File: config.mk
export PLATFORM = sky130hd
export DESIGN_NAME = spi_ram_arbiter_flat
export DESIGN_NICKNAME = d
export VERILOG_FILES = /design/src/rtl/spi_ram_arbiter_if.sv /design/src/rtl/spi_ram_arbiter.sv /design/src/flat_wrapper.sv
export SDC_FILE = /design/constraint.sdc
export NUM_CORES = 1
export LEC_CHECK = 0
export CORE_MARGIN = 3
export CORE_UTILIZATION = 25
export DETAILED_ROUTE_END_ITERATION = 8
export REMOVE_ABC_BUFFERS = 1
export SYNTH_ARGS = -nofsm -noshare
export SYNTH_HDL_FRONTEND = slang
export SYNTH_SLANG_ARGS = --single-unit
export TNS_END_PERCENT = 1
File: constraint.sdc
create_clock -name clk -period 2 [get_ports clk]
set_clock_uncertainty 0.2 [all_clocks]
set_input_delay 0.3 -clock clk [delete_from_list [all_inputs] [get_ports clk]]
set_output_delay 0.3 -clock clk [all_outputs]
set_load 0.03 [all_outputs]
File: src/rtl/spi_ram_arbiter_if.sv
// Host-side request/grant bundle for spi_ram_arbiter.
// The host raises host_req and holds host_we/addr/wdata stable until host_gnt pulses.
// A read then returns one host_rvalid pulse with host_rdata. The arbiter has no backpressure on the return path.
interface spi_ram_arbiter_if #(
    parameter int ADDR_SIZE = 8
);
    logic                 host_req;
    logic                 host_we;
    logic [ADDR_SIZE-1:0] host_addr;
    logic [7:0]           host_wdata;
    logic                 host_gnt;
    logic [7:0]           host_rdata;
    logic                 host_rvalid;

    modport host (
        output host_req, host_we, host_addr, host_wdata,
        input  host_gnt, host_rdata, host_rvalid
    );

    modport arb (
        input  host_req, host_we, host_addr, host_wdata,
        output host_gnt, host_rdata, host_rvalid
    );
endinterface

File: src/rtl/spi_ram_arbiter.sv
// Shares one 256x8 synchronous single-port RAM between decoded SPI frames and a host port.
// SPI holds at most one pending access. Contests are round-robin, or host-first if HOST_FIXED_PRIO is set.
module spi_ram_arbiter #(
    parameter bit HOST_FIXED_PRIO = 1'b0,
    parameter int ADDR_SIZE       = 8
) (
    input  logic                 clk,
    input  logic                 rst_n,
    input  logic [ADDR_SIZE+1:0] rx_data,
    input  logic                 rx_valid,
    output logic [7:0]           tx_data,
    output logic                 tx_valid,
    output logic                 spi_ovr,
    spi_ram_arbiter_if.arb       host,
    output logic                 ram_en,
    output logic                 ram_we,
    output logic [ADDR_SIZE-1:0] ram_addr,
    output logic [7:0]           ram_wdata,
    input  logic [7:0]           ram_rdata,
    output logic [1:0]           dbg_state_o
);
    typedef enum logic [1:0] {IDLE = 2'd0, ACCESS = 2'd1, RDATA = 2'd2} state_t;

    state_t               state_q, state_d;
    logic [ADDR_SIZE-1:0] wr_addr_q, wr_addr_d, rd_addr_q, rd_addr_d;
    logic                 pend_q, pend_d, pend_we_q, pend_we_d;
    logic [ADDR_SIZE-1:0] pend_addr_q, pend_addr_d;
    logic [7:0]           pend_wdata_q, pend_wdata_d;
    logic                 last_host_q, last_host_d, win_host_q, win_host_d;
    logic                 ram_en_q, ram_en_d, ram_we_q, ram_we_d;
    logic [ADDR_SIZE-1:0] ram_addr_q, ram_addr_d;
    logic [7:0]           ram_wdata_q, ram_wdata_d;
    logic                 host_gnt_q, host_gnt_d, host_rvalid_q, host_rvalid_d;
    logic [7:0]           host_rdata_q, host_rdata_d, tx_data_q, tx_data_d;
    logic                 tx_valid_q, tx_valid_d, spi_ovr_q, spi_ovr_d;

    logic grant, pick_host, spi_grant, data_cmd, ovr;

    // Frame command bit 0 marks a data command (01 write, 11 read); bit 1 selects read vs write.
    assign data_cmd  = rx_valid && rx_data[ADDR_SIZE];
    assign grant     = (state_q == IDLE) && (pend_q || host.host_req);
    assign pick_host = host.host_req && (!pend_q || HOST_FIXED_PRIO || !last_host_q);
    assign spi_grant = grant && !pick_host;
    assign ovr       = data_cmd && pend_q && !spi_grant;

    always_ff @(posedge clk or negedge rst_n) begin
        if (!rst_n) state_q <= IDLE;
        else        state_q <= state_d;
    end

    always_comb begin
        state_d = state_q;
        case (state_q)
            IDLE:    if (grant) state_d = ACCESS;
            ACCESS:  state_d = ram_we_q ? IDLE : RDATA;
            RDATA:   state_d = IDLE;
            default: state_d = IDLE;
        endcase
    end

    always_comb begin
        wr_addr_d     = wr_addr_q;
        rd_addr_d     = rd_addr_q;
        pend_d        = pend_q;
        pend_we_d     = pend_we_q;
        pend_addr_d   = pend_addr_q;
        pend_wdata_d  = pend_wdata_q;
        last_host_d   = last_host_q;
        win_host_d    = win_host_q;
        ram_en_d      = 1'b0;
        ram_we_d      = 1'b0;
        ram_addr_d    = ram_addr_q;
        ram_wdata_d   = ram_wdata_q;
        host_gnt_d    = 1'b0;
        host_rdata_d  = host_rdata_q;
        host_rvalid_d = 1'b0;
        tx_data_d     = tx_data_q;
        tx_valid_d    = 1'b0;
        spi_ovr_d     = ovr;

        if (rx_valid && !rx_data[ADDR_SIZE]) begin
            if (rx_data[ADDR_SIZE+1]) rd_addr_d = rx_data[ADDR_SIZE-1:0];
            else                      wr_addr_d = rx_data[ADDR_SIZE-1:0];
        end

        // Clear on grant first so a data command arriving on the same edge re-arms the entry.
        if (spi_grant) pend_d = 1'b0;
        if (data_cmd && !ovr) begin
            pend_d    = 1'b1;
            pend_we_d = !rx_data[ADDR_SIZE+1];
            if (rx_data[ADDR_SIZE+1]) begin
                pend_addr_d = rd_addr_q;
            end else begin
                pend_addr_d  = wr_addr_q;
                pend_wdata_d = rx_data[7:0];
            end
        end

        if (grant) begin
            ram_en_d    = 1'b1;
            last_host_d = pick_host;
            win_host_d  = pick_host;
            host_gnt_d  = pick_host;
            if (pick_host) begin
                ram_we_d    = host.host_we;
                ram_addr_d  = host.host_addr;
                ram_wdata_d = host.host_wdata;
            end else begin
                ram_we_d    = pend_we_q;
                ram_addr_d  = pend_addr_q;
                ram_wdata_d = pend_wdata_q;
            end
        end

        if (state_q == RDATA) begin
            if (win_host_q) begin
                host_rdata_d  = ram_rdata;
                host_rvalid_d = 1'b1;
            end else begin
                tx_data_d  = ram_rdata;
                tx_valid_d = 1'b1;
            end
        end
    end

    always_ff @(posedge clk or negedge rst_n) begin
        if (!rst_n) begin
            wr_addr_q     <= '0;
            rd_addr_q     <= '0;
            pend_q        <= 1'b0;
            pend_we_q     <= 1'b0;
            pend_addr_q   <= '0;
            pend_wdata_q  <= '0;
            last_host_q   <= 1'b1;
            win_host_q    <= 1'b0;
            ram_en_q      <= 1'b0;
            ram_we_q      <= 1'b0;
            ram_addr_q    <= '0;
            ram_wdata_q   <= '0;
            host_gnt_q    <= 1'b0;
            host_rdata_q  <= '0;
            host_rvalid_q <= 1'b0;
            tx_data_q     <= '0;
            tx_valid_q    <= 1'b0;
            spi_ovr_q     <= 1'b0;
        end else begin
            wr_addr_q     <= wr_addr_d;
            rd_addr_q     <= rd_addr_d;
            pend_q        <= pend_d;
            pend_we_q     <= pend_we_d;
            pend_addr_q   <= pend_addr_d;
            pend_wdata_q  <= pend_wdata_d;
            last_host_q   <= last_host_d;
            win_host_q    <= win_host_d;
            ram_en_q      <= ram_en_d;
            ram_we_q      <= ram_we_d;
            ram_addr_q    <= ram_addr_d;
            ram_wdata_q   <= ram_wdata_d;
            host_gnt_q    <= host_gnt_d;
            host_rdata_q  <= host_rdata_d;
            host_rvalid_q <= host_rvalid_d;
            tx_data_q     <= tx_data_d;
            tx_valid_q    <= tx_valid_d;
            spi_ovr_q     <= spi_ovr_d;
        end
    end

    assign tx_data          = tx_data_q;
    assign tx_valid         = tx_valid_q;
    assign spi_ovr          = spi_ovr_q;
    assign host.host_gnt    = host_gnt_q;
    assign host.host_rdata  = host_rdata_q;
    assign host.host_rvalid = host_rvalid_q;
    assign ram_en           = ram_en_q;
    assign ram_we           = ram_we_q;
    assign ram_addr         = ram_addr_q;
    assign ram_wdata        = ram_wdata_q;
    assign dbg_state_o      = state_q;
endmodule

File: src/flat_wrapper.sv
// flat-port wrapper written by rule: the top's interface ports become plain ports
module spi_ram_arbiter_flat 
#(
    parameter bit HOST_FIXED_PRIO = 1'b0,
    parameter int ADDR_SIZE       = 8
)
  (clk, rst_n, rx_data, rx_valid, tx_data, tx_valid, spi_ovr, ram_en, ram_we, ram_addr, ram_wdata, ram_rdata, dbg_state_o, host_host_req, host_host_we, host_host_addr, host_host_wdata, host_host_gnt, host_host_rdata, host_host_rvalid);
  spi_ram_arbiter_if #(.ADDR_SIZE(ADDR_SIZE)) host_i ();
  input  logic clk;
  input  logic rst_n;
  input  logic [ADDR_SIZE+1:0] rx_data;
  input  logic rx_valid;
  output logic [7:0] tx_data;
  output logic tx_valid;
  output logic spi_ovr;
  output logic ram_en;
  output logic ram_we;
  output logic [ADDR_SIZE-1:0] ram_addr;
  output logic [7:0] ram_wdata;
  input  logic [7:0] ram_rdata;
  output logic [1:0] dbg_state_o;
  input wire logic [$bits(host_i.host_req)-1:0] host_host_req;
  input wire logic [$bits(host_i.host_we)-1:0] host_host_we;
  input wire logic [$bits(host_i.host_addr)-1:0] host_host_addr;
  input wire logic [$bits(host_i.host_wdata)-1:0] host_host_wdata;
  output wire logic [$bits(host_i.host_gnt)-1:0] host_host_gnt;
  output wire logic [$bits(host_i.host_rdata)-1:0] host_host_rdata;
  output wire logic [$bits(host_i.host_rvalid)-1:0] host_host_rvalid;
  assign host_i.host_req = host_host_req;
  assign host_i.host_we = host_host_we;
  assign host_i.host_addr = host_host_addr;
  assign host_i.host_wdata = host_host_wdata;
  assign host_host_gnt = host_i.host_gnt;
  assign host_host_rdata = host_i.host_rdata;
  assign host_host_rvalid = host_i.host_rvalid;
  spi_ram_arbiter #(.HOST_FIXED_PRIO(HOST_FIXED_PRIO), .ADDR_SIZE(ADDR_SIZE)) u_core (.clk(clk), .rst_n(rst_n), .rx_data(rx_data), .rx_valid(rx_valid), .tx_data(tx_data), .tx_valid(tx_valid), .spi_ovr(spi_ovr), .host(host_i), .ram_en(ram_en), .ram_we(ram_we), .ram_addr(ram_addr), .ram_wdata(ram_wdata), .ram_rdata(ram_rdata), .dbg_state_o(dbg_state_o));
endmodule
### After elaboration in Yosys (flattened, before gate mapping)

Index checks and enable logic that the tools add are counted.

* input port bits: 39
* bits in registers: 76

* bitwise operators: 2
* equality and inequality tests: 3
* reduce and logical (&&, ||, !) cells: 24
* mux-type cells: 16

Operators by type and width (count)
* $mux 8: 3
* $mux 1: 10
* $reduce_and 2->1: 5
* $logic_and 1x1->1: 8
* $logic_not 1->1: 7
* $mux 2: 2
* $pmux 2 s2: 1
* $eq 2x1->1 const B: 1
* $eq 2x2->1 const B: 1
* $logic_not 2->1: 1
* $logic_or 1x1->1: 2
* $ne 2x1->1 const B: 1
* $not 1->1: 2
* $reduce_bool 2->1: 1

### Depth between registers and ports, before layout

Gate-level depths: netlist (run 1).

* depth in word-level cells: 10
* gate-level depth with buffers: 6
* gate-level depth less buffers: 4

### Worst setup path after synthesis (run 1)

OpenSTA, ideal clock, no wires.

* path kind: flip-flop to flip-flop
* from: register u_core.state_q[1] (netlist: u_core.dbg_state_o[1])
* to: register u_core.pend_wdata_q[0]
* period minus slack after synthesis: 1929 ps
* required time: 1675 ps
* stages on the path, launching flop included: 4
* arrival time: 1604 ps
* setup time: 125 ps
* setup slack: 71 ps
* cell sequence: dfrtp_1 > o31a_4 > nor3_4 > mux2_2

* longest elaborated chain between the ends: 8

Ends and longest elaborated chain
* from (decl): line spi_ram_arbiter.sv:24 `state_t state_q, state_d;`
* from (signal assigned): line spi_ram_arbiter.sv:48 `else state_q <= state_d;`
* $logic_not 2->1: line spi_ram_arbiter.sv:41 `assign grant = (state_q == IDLE) && (pend_q || host.host_req);`
* $logic_and 1x1->1: line spi_ram_arbiter.sv:41
* $logic_and 1x1->1: line spi_ram_arbiter.sv:43 `assign spi_grant = grant && !pick_host;`
* $logic_not 1->1: line spi_ram_arbiter.sv:44 `assign ovr = data_cmd && pend_q && !spi_grant;`
* $logic_and 1x1->1: line spi_ram_arbiter.sv:44
* $logic_not 1->1: line spi_ram_arbiter.sv:88 `if (data_cmd && !ovr) begin`
* $logic_and 1x1->1: line spi_ram_arbiter.sv:88
* $reduce_and 2->1 (no source line)
* to (signal assigned): line spi_ram_arbiter.sv:152 `pend_wdata_q <= pend_wdata_d;`
* to (decl): line spi_ram_arbiter.sv:28 `logic [7:0] pend_wdata_q, pend_wdata_d;`

Every way passes these cells.
A chain may end at the register's enable or synchronous reset.

### Worst setup path in the final report (run 1)

* from: register u_core.ram_addr_q[4] (netlist: u_core.ram_addr[4])
* to: output ram_addr[4]

RTL lines
* from (decl): line spi_ram_arbiter.sv:31 `logic [ADDR_SIZE-1:0] ram_addr_q, ram_addr_d;`
* from (signal assigned): line spi_ram_arbiter.sv:157 `ram_addr_q <= ram_addr_d;`
* to (decl): line flat_wrapper.sv:18 `output logic [ADDR_SIZE-1:0] ram_addr;`

No word-level cell between the ends.

==> metrics, run 1 <==
Synth Area in XOR/XNOR 0; DR vias/cell roughly 4.3; complex-gate fraction of the synthesized area 0.0880; post-synthesis register bit count between 70 and 80; cell count after synthesis around 240; Buf/Inv on CP 1; share of layout cells above drive strength 1 0.211; Post-Synth Adder-Cell Area 0; post-detail-place hpwl 5380 um; clock sinks 76; Cell Count, Final, Fillers Out a little under 500; Power Dens Cells ~1600 mW/mm^2; slowest stage delay, CP between 700 and 800 ps; clk buf depth 2; mux cell area share after synthesis 0.148; overall routing resource usage 0.114; drt initial violations 114; status finished, final reports clean; simple-gate share of the synthesized area 0.106; Final ANT Viol Nets 0; cell family with most CP delay buffers and inverters; Final Hold Viols 0; Hold Path Class flop to flop; CTS buffer count 9; CP max stage cell clkdlybuf4s50_1; P_leak ~2.0 nW; Chip Width 115 um; Vias 2115; crit path capture type output pin; crit-path max FO 2; Worst-Margin Slew between 400 and 500 ps; dpl cell area approximately 0.0041 sq mm; Site Rows 39; synth top area cells dfrtp_1 (63%), mux2_2 (12%), nand2_1 (7.5%), a22oi_1 (4.0%), o21ai_0 (2.9%); # diodes 0; PortBufs between 70 and 80; drt first pass iters 4; Yosys cell types 25; Seq/Total Area, Yosys 0.641; TritonCTS clock tree done; VDD IR-drop max approximately 0.00042 V; largest net degree at the start of global routing 38; crit-path cells clkdlybuf4s50_1; starting density of the core 0.258; initial antenna violation count 0; Max-Cap Viols 0; Rel. slew slack 0.689; commonest cells after routing, fill and taps aside clkdlybuf4s50_1 (75), dfrtp_1 (75), nand2_1 (59); die span in y 115 um; Tcrit/Tclk final 0.938; Peak Freq ~530 MHz; Clk Tree Root Cell clkbuf_16; setup bufs post-CTS 0; CTS clock-pin slew for the worst setup and hold paths around 60 ps; final setup fails 0; routed length per instance about 14 um; # DRC 0; nets@finish 381; Critical Path AT approximately 1400 ps; Layout area overhead 46.9%; overall die area roughly 0.013 sq mm; GPL Wtd Cong 0.776; Core ar. roughly 0.012 sq mm; Critical Path RT ~1500 ps; placed insts approximately 470; H-tree levels 3; first-pass GRT wire length 11600 um; Yosys top cell area share 0.632; critical path type flop to output pin; Congestion Overflow GR 0; post-route cell area roughly 0.0044 sq mm; largest family of logic cells by synthesized area multiplexers; post-layout min period 1880 ps; Post-Syn Area roughly 0.0030 sq mm; yosys warns 0; Critical Path Start Type flop; number of global-route vias before repair ~2300; Yosys top cell by area dfrtp_1; RSZ-0062 raised after global routing no; syn avg cell area 12.5 sq um; Slew Limit Fails 0; later-pin clock latency in the skew report approximately 320 ps; Detailed Route WL around 7000 um; Top Ports a little under 80; fillcell total about 1100
through the flow:
stage	power [mW]	utilization	TNS [ps]	hold slack, ps	setup WS [ps]
after floorplan	4.10	-	-580	-196	-72.6
after global placement	5.40	0.355	-2090	86.2	-146
after detailed placement	5.47	0.355	-2440	85.0	-164
after CTS	6.97	0.379	0	261	103
after global routing	7.31	0.379	0	267	44.0
final	6.85	0.379	0	246	124
layer usage:
| layer | share of wire | vias to the layer above | GRT usage |
|---|---|---|---|
| met1 | 0.47 | 1014 | 0.148 |
| met2 | 0.47 | 57 | 0.178 |
| li1 | - | 1035 | - |
| met5 | 0 | - | 0 |
| met4 | 0.011 | 0 | 0.0376 |
| met3 | 0.052 | 9 | 0.0395 |
sequential cells by signal, summed over array words and instances, names as in the netlist:
name and cells:
u_core.pend_addr_q 8, u_core.last_host_q 1, u_core.spi_ovr 1, u_core.win_host_q 1
u_core.pend_wdata_q 8, u_core.ram_wdata 8, u_core.ram_en 1, u_core.tx_data 8
u_core.ram_addr 8, u_core.wr_addr_q 8, u_core.host.host_gnt 1, u_core.ram_we 1
u_core.pend_we_q 1, u_core.pend_q 1, u_core.rd_addr_q 8, u_core.dbg_state_o 2
u_core.host.host_rdata 8, u_core.host.host_rvalid 1, u_core.tx_valid 1
cell type report:
cell class / instances / area, sq um / area share
sequential: 76 / 1900 / 0.436
clock buffer: 13 / 260 / 0.0597
timing repair buffer: 102 / 983 / 0.225
clock inverter: 2 / 10.0 / 0.00229
inverter: 3 / 11.3 / 0.00258
multi-input combinational: 150 / 1020 / 0.233
tap: 143 / 179 / 0.0410
worst paths after layout:
check / start / slack [ps] / cells after the start / end
worst max-delay path: u_core.ram_addr[4] / 120 / 1 / ram_addr[4]
worst min-delay path: u_core.ram_we / 250 / 1 / u_core.dbg_state_o[1]
worst max register to register: u_core.last_host_q / 150 / 5 / u_core.pend_wdata_q[1]
worst min register to register: u_core.ram_we / 250 / 1 / u_core.dbg_state_o[1]
max in group asynchronous: rst_n / 690 / 3 / u_core.rd_addr_q[1]
min in group asynchronous: rst_n / 270 / 2 / u_core.tx_data[0]
power breakdown:
part	switching, mW	internal, mW	total (mW)
clock	0.573	0.897	1.47
sequential	0.350	2.18	2.53
combinational	1.55	1.30	2.85
synthesized netlist by cell type:
library cell / instances
clkbuf_1: 6
nor3_4: 1
inv_1: 2
o21ai_0: 17
clkinv_1: 1
and3b_1: 1
o31ai_1: 1
and3_1: 1
nand2_1: 59
nor3b_1: 2
buf_2: 2
nand3_1: 1
mux2_2: 32
a21o_1: 3
buf_4: 1
o31a_4: 1
dfrtp_1: 75
a22o_1: 1
nand3b_1: 2
mux2i_1: 8
nor2b_1: 1
nor3b_2: 1
a22oi_1: 16
dfstp_2: 1
nor2_1: 2
cell families (layout without fill, tap and decap cells):
kind of cell,count (synthesis),in the layout
DFF,76,76
buffers and inverters,12,120
muxes,40,40
AOI/OAI and AO/OA,39,39
and+or+nand+nor,71,71
timing repair:
action | CTS | global route
gates resized for setup | 2 | 0
endpoints found under the hold margin | 33 | 0
endpoints found under the setup margin | 2 | 0
hold buffers | 1 | 0
No activity file was read; power rests on OpenSTA's default activity.
==> run 2, diff against run 1 <==
Settings changed: RECOVER_POWER from default to 25.
==> metrics, run 2 (synthesized netlist as in run 1, its figures left out) <==
highest routed layer met4; clk buf depth 2 (unchanged); Clk pwr share 0.215 (about the same); PortBufs 78 (unchanged); Top Ports 79 (unchanged); overall die area 0.0132 sq mm (unchanged); post-layout min period 1900 ps (+22.8 ps); Peak Freq 527 MHz (-1.2%); Max-Cap Viols 0 (unchanged); Layout area overhead 46.6%; post-detail-place hpwl 5380 um (unchanged); Critical Path Start Type flop; Critical Path AT 1400 ps (+20 ps); Site Rows 39 (unchanged); met1 wire length 3310 um (+0.15%); nets@finish 381 (unchanged); CTS buffer count 9 (unchanged); DR vias/cell 4.34 (+0.28%); Seq pwr share 0.370 (about the same); Critical Path RT 1500 ps (about the same); final setup fails 0 (unchanged); critical path type flop to output pin; fillcell total 1135 (+0.35%); starting density of the core 0.258 (unchanged); Slew Limit Fails 0 (unchanged); Tcrit/Tclk final 0.949 (+0.0114); P_leak 1.98 nW (-0.27%); number of global-route vias before repair 2271 (unchanged); GPL Wtd Cong 0.776 (unchanged); share of layout cells above drive strength 1 0.208 (-0.00289); Congestion Overflow GR 0 (unchanged); drt first pass iters 4 (unchanged); WL met2 3260 um (-0.15%); clock sinks 76 (unchanged); initial antenna violation count 0 (unchanged); first-pass GRT wire length 11600 um (unchanged); H-tree levels 3 (unchanged); Place WS -164 ps (unchanged); status finished, final reports clean; later-pin clock latency in the skew report 320 ps (about the same); RSZ-0062 raised after global routing no; Worst-Margin Slew 899 ps (+433 ps); routed length per instance 14.3 um (about the same); Hold Path Class flop to flop; crit path capture type output pin; placed insts 473 (unchanged); final setup TNS 0 ps (unchanged); overall routing resource usage 0.114 (unchanged); Logic pwr share 0.416 (about the same); # DRC 0 (unchanged); Vias 2121 (+0.28%); Chip Width 115 um (unchanged); die span in y 115 um (unchanged); routed wl met3 365 um (unchanged); fin util 0.378 (-0.000761); largest net degree at the start of global routing 38 (unchanged); CTS clock-pin slew for the worst setup and hold paths 60 ps (about the same); TritonCTS clock tree done; # diodes 0 (unchanged); setup bufs post-CTS 0 (unchanged); Final Hold Viols 0 (unchanged); Rel. slew slack 0.401 (-0.289); drt initial violations 132 (+16%); Final ANT Viol Nets 0 (unchanged); VDD IR-drop max 0.000416 V (about the same); crit-path max FO 6 (+4); commonest cells after routing, fill and taps aside clkdlybuf4s50_1 (75), dfrtp_1 (75), nand2_1 (59); Detailed Route WL 7010 um (about the same); flop-to-flop setup slack 150 ps (about the same); Overall Power 6.84 mW (-0.11%); Power Dens Cells 1570 mW/mm^2 (about the same); net load switching power 2.48 mW (about the same); sw frac 0.362 (+0.000477); Clk Tree Root Cell clkbuf_16; Core ar. 0.0115 sq mm (unchanged); Pint 4.36 mW (-0.18%); setup ws final 102 ps (-22.8 ps); Cell Count, Final, Fillers Out 489 (unchanged)
==> run 2: cell types whose count changed in the layout (fill, tap and decap cells not counted), sizes merged <==
cell,before,now
buf,24,21
clkbuf,13,16
==> run 2: final timing paths <==
kind | startpoint | endpoint | cells past startpoint
max | u_core.dbg_state_o[1] | dbg_state_o[1] | 2
min | u_core.ram_we | u_core.dbg_state_o[1] | 1
max reg2reg | u_core.last_host_q | u_core.pend_wdata_q[1] | 5
min reg2reg | u_core.ram_we | u_core.dbg_state_o[1] | 1
max in group asynchronous | rst_n | u_core.tx_data[3] | 3
min in group asynchronous | rst_n | u_core.tx_data[0] | 2
==> run 2: repair_timing <==
item                       in CTS  in global routing
hold endpoints to repair       33                  0
gates resized for setup         2                  0
hold buffers                    1                  0
setup endpoints to repair       2                  0
==> run 2: metal layers <==
metal	global-route usage	vias up
li1	-	1036
met1	0.148	1019
met2	0.178	57
met3	0.0395	9
met4	0.0376	0
met5	0	-
==> run 2: final cells by class <==
cell class / count / area, sq um / share of cell area
clock inverters: 2 / 10.0 / 0.00230
multi-input cells: 150 / 1020 / 0.233
flip-flops and latches: 76 / 1900 / 0.437
inverters: 3 / 11.3 / 0.00259
repair buffers: 102 / 975 / 0.224
well taps: 143 / 179 / 0.0411
clock buffers: 13 / 260 / 0.0598
==> run 2: power by group through the flow <==
stage / Clock [mW] / Sequential, mW / Combinational, mW
floorplan: 0 / 3.22 / 0.885
global placement: 0 / 2.55 / 2.86
detailed placement: 0 / 2.57 / 2.90
CTS: 1.52 / 2.55 / 2.90
global route: 1.59 / 2.62 / 3.09
finish: 1.47 / 2.53 / 2.84
==> run 2: critical path: stages, from the launching register on <==
cell	delay (ps)
dfrtp_1	370
clkbuf_1	260
dlygate4sd2_1	450
==> run 2: per-stage QoR <==
step | instance area [sq um] | hold WS (ps)
floorplan | 2930 | -196
global placement | 4090 | 86.2
detailed placement | 4090 | 85.0
CTS | 4360 | 261
global route | 4350 | 267
finish | 4350 | 245
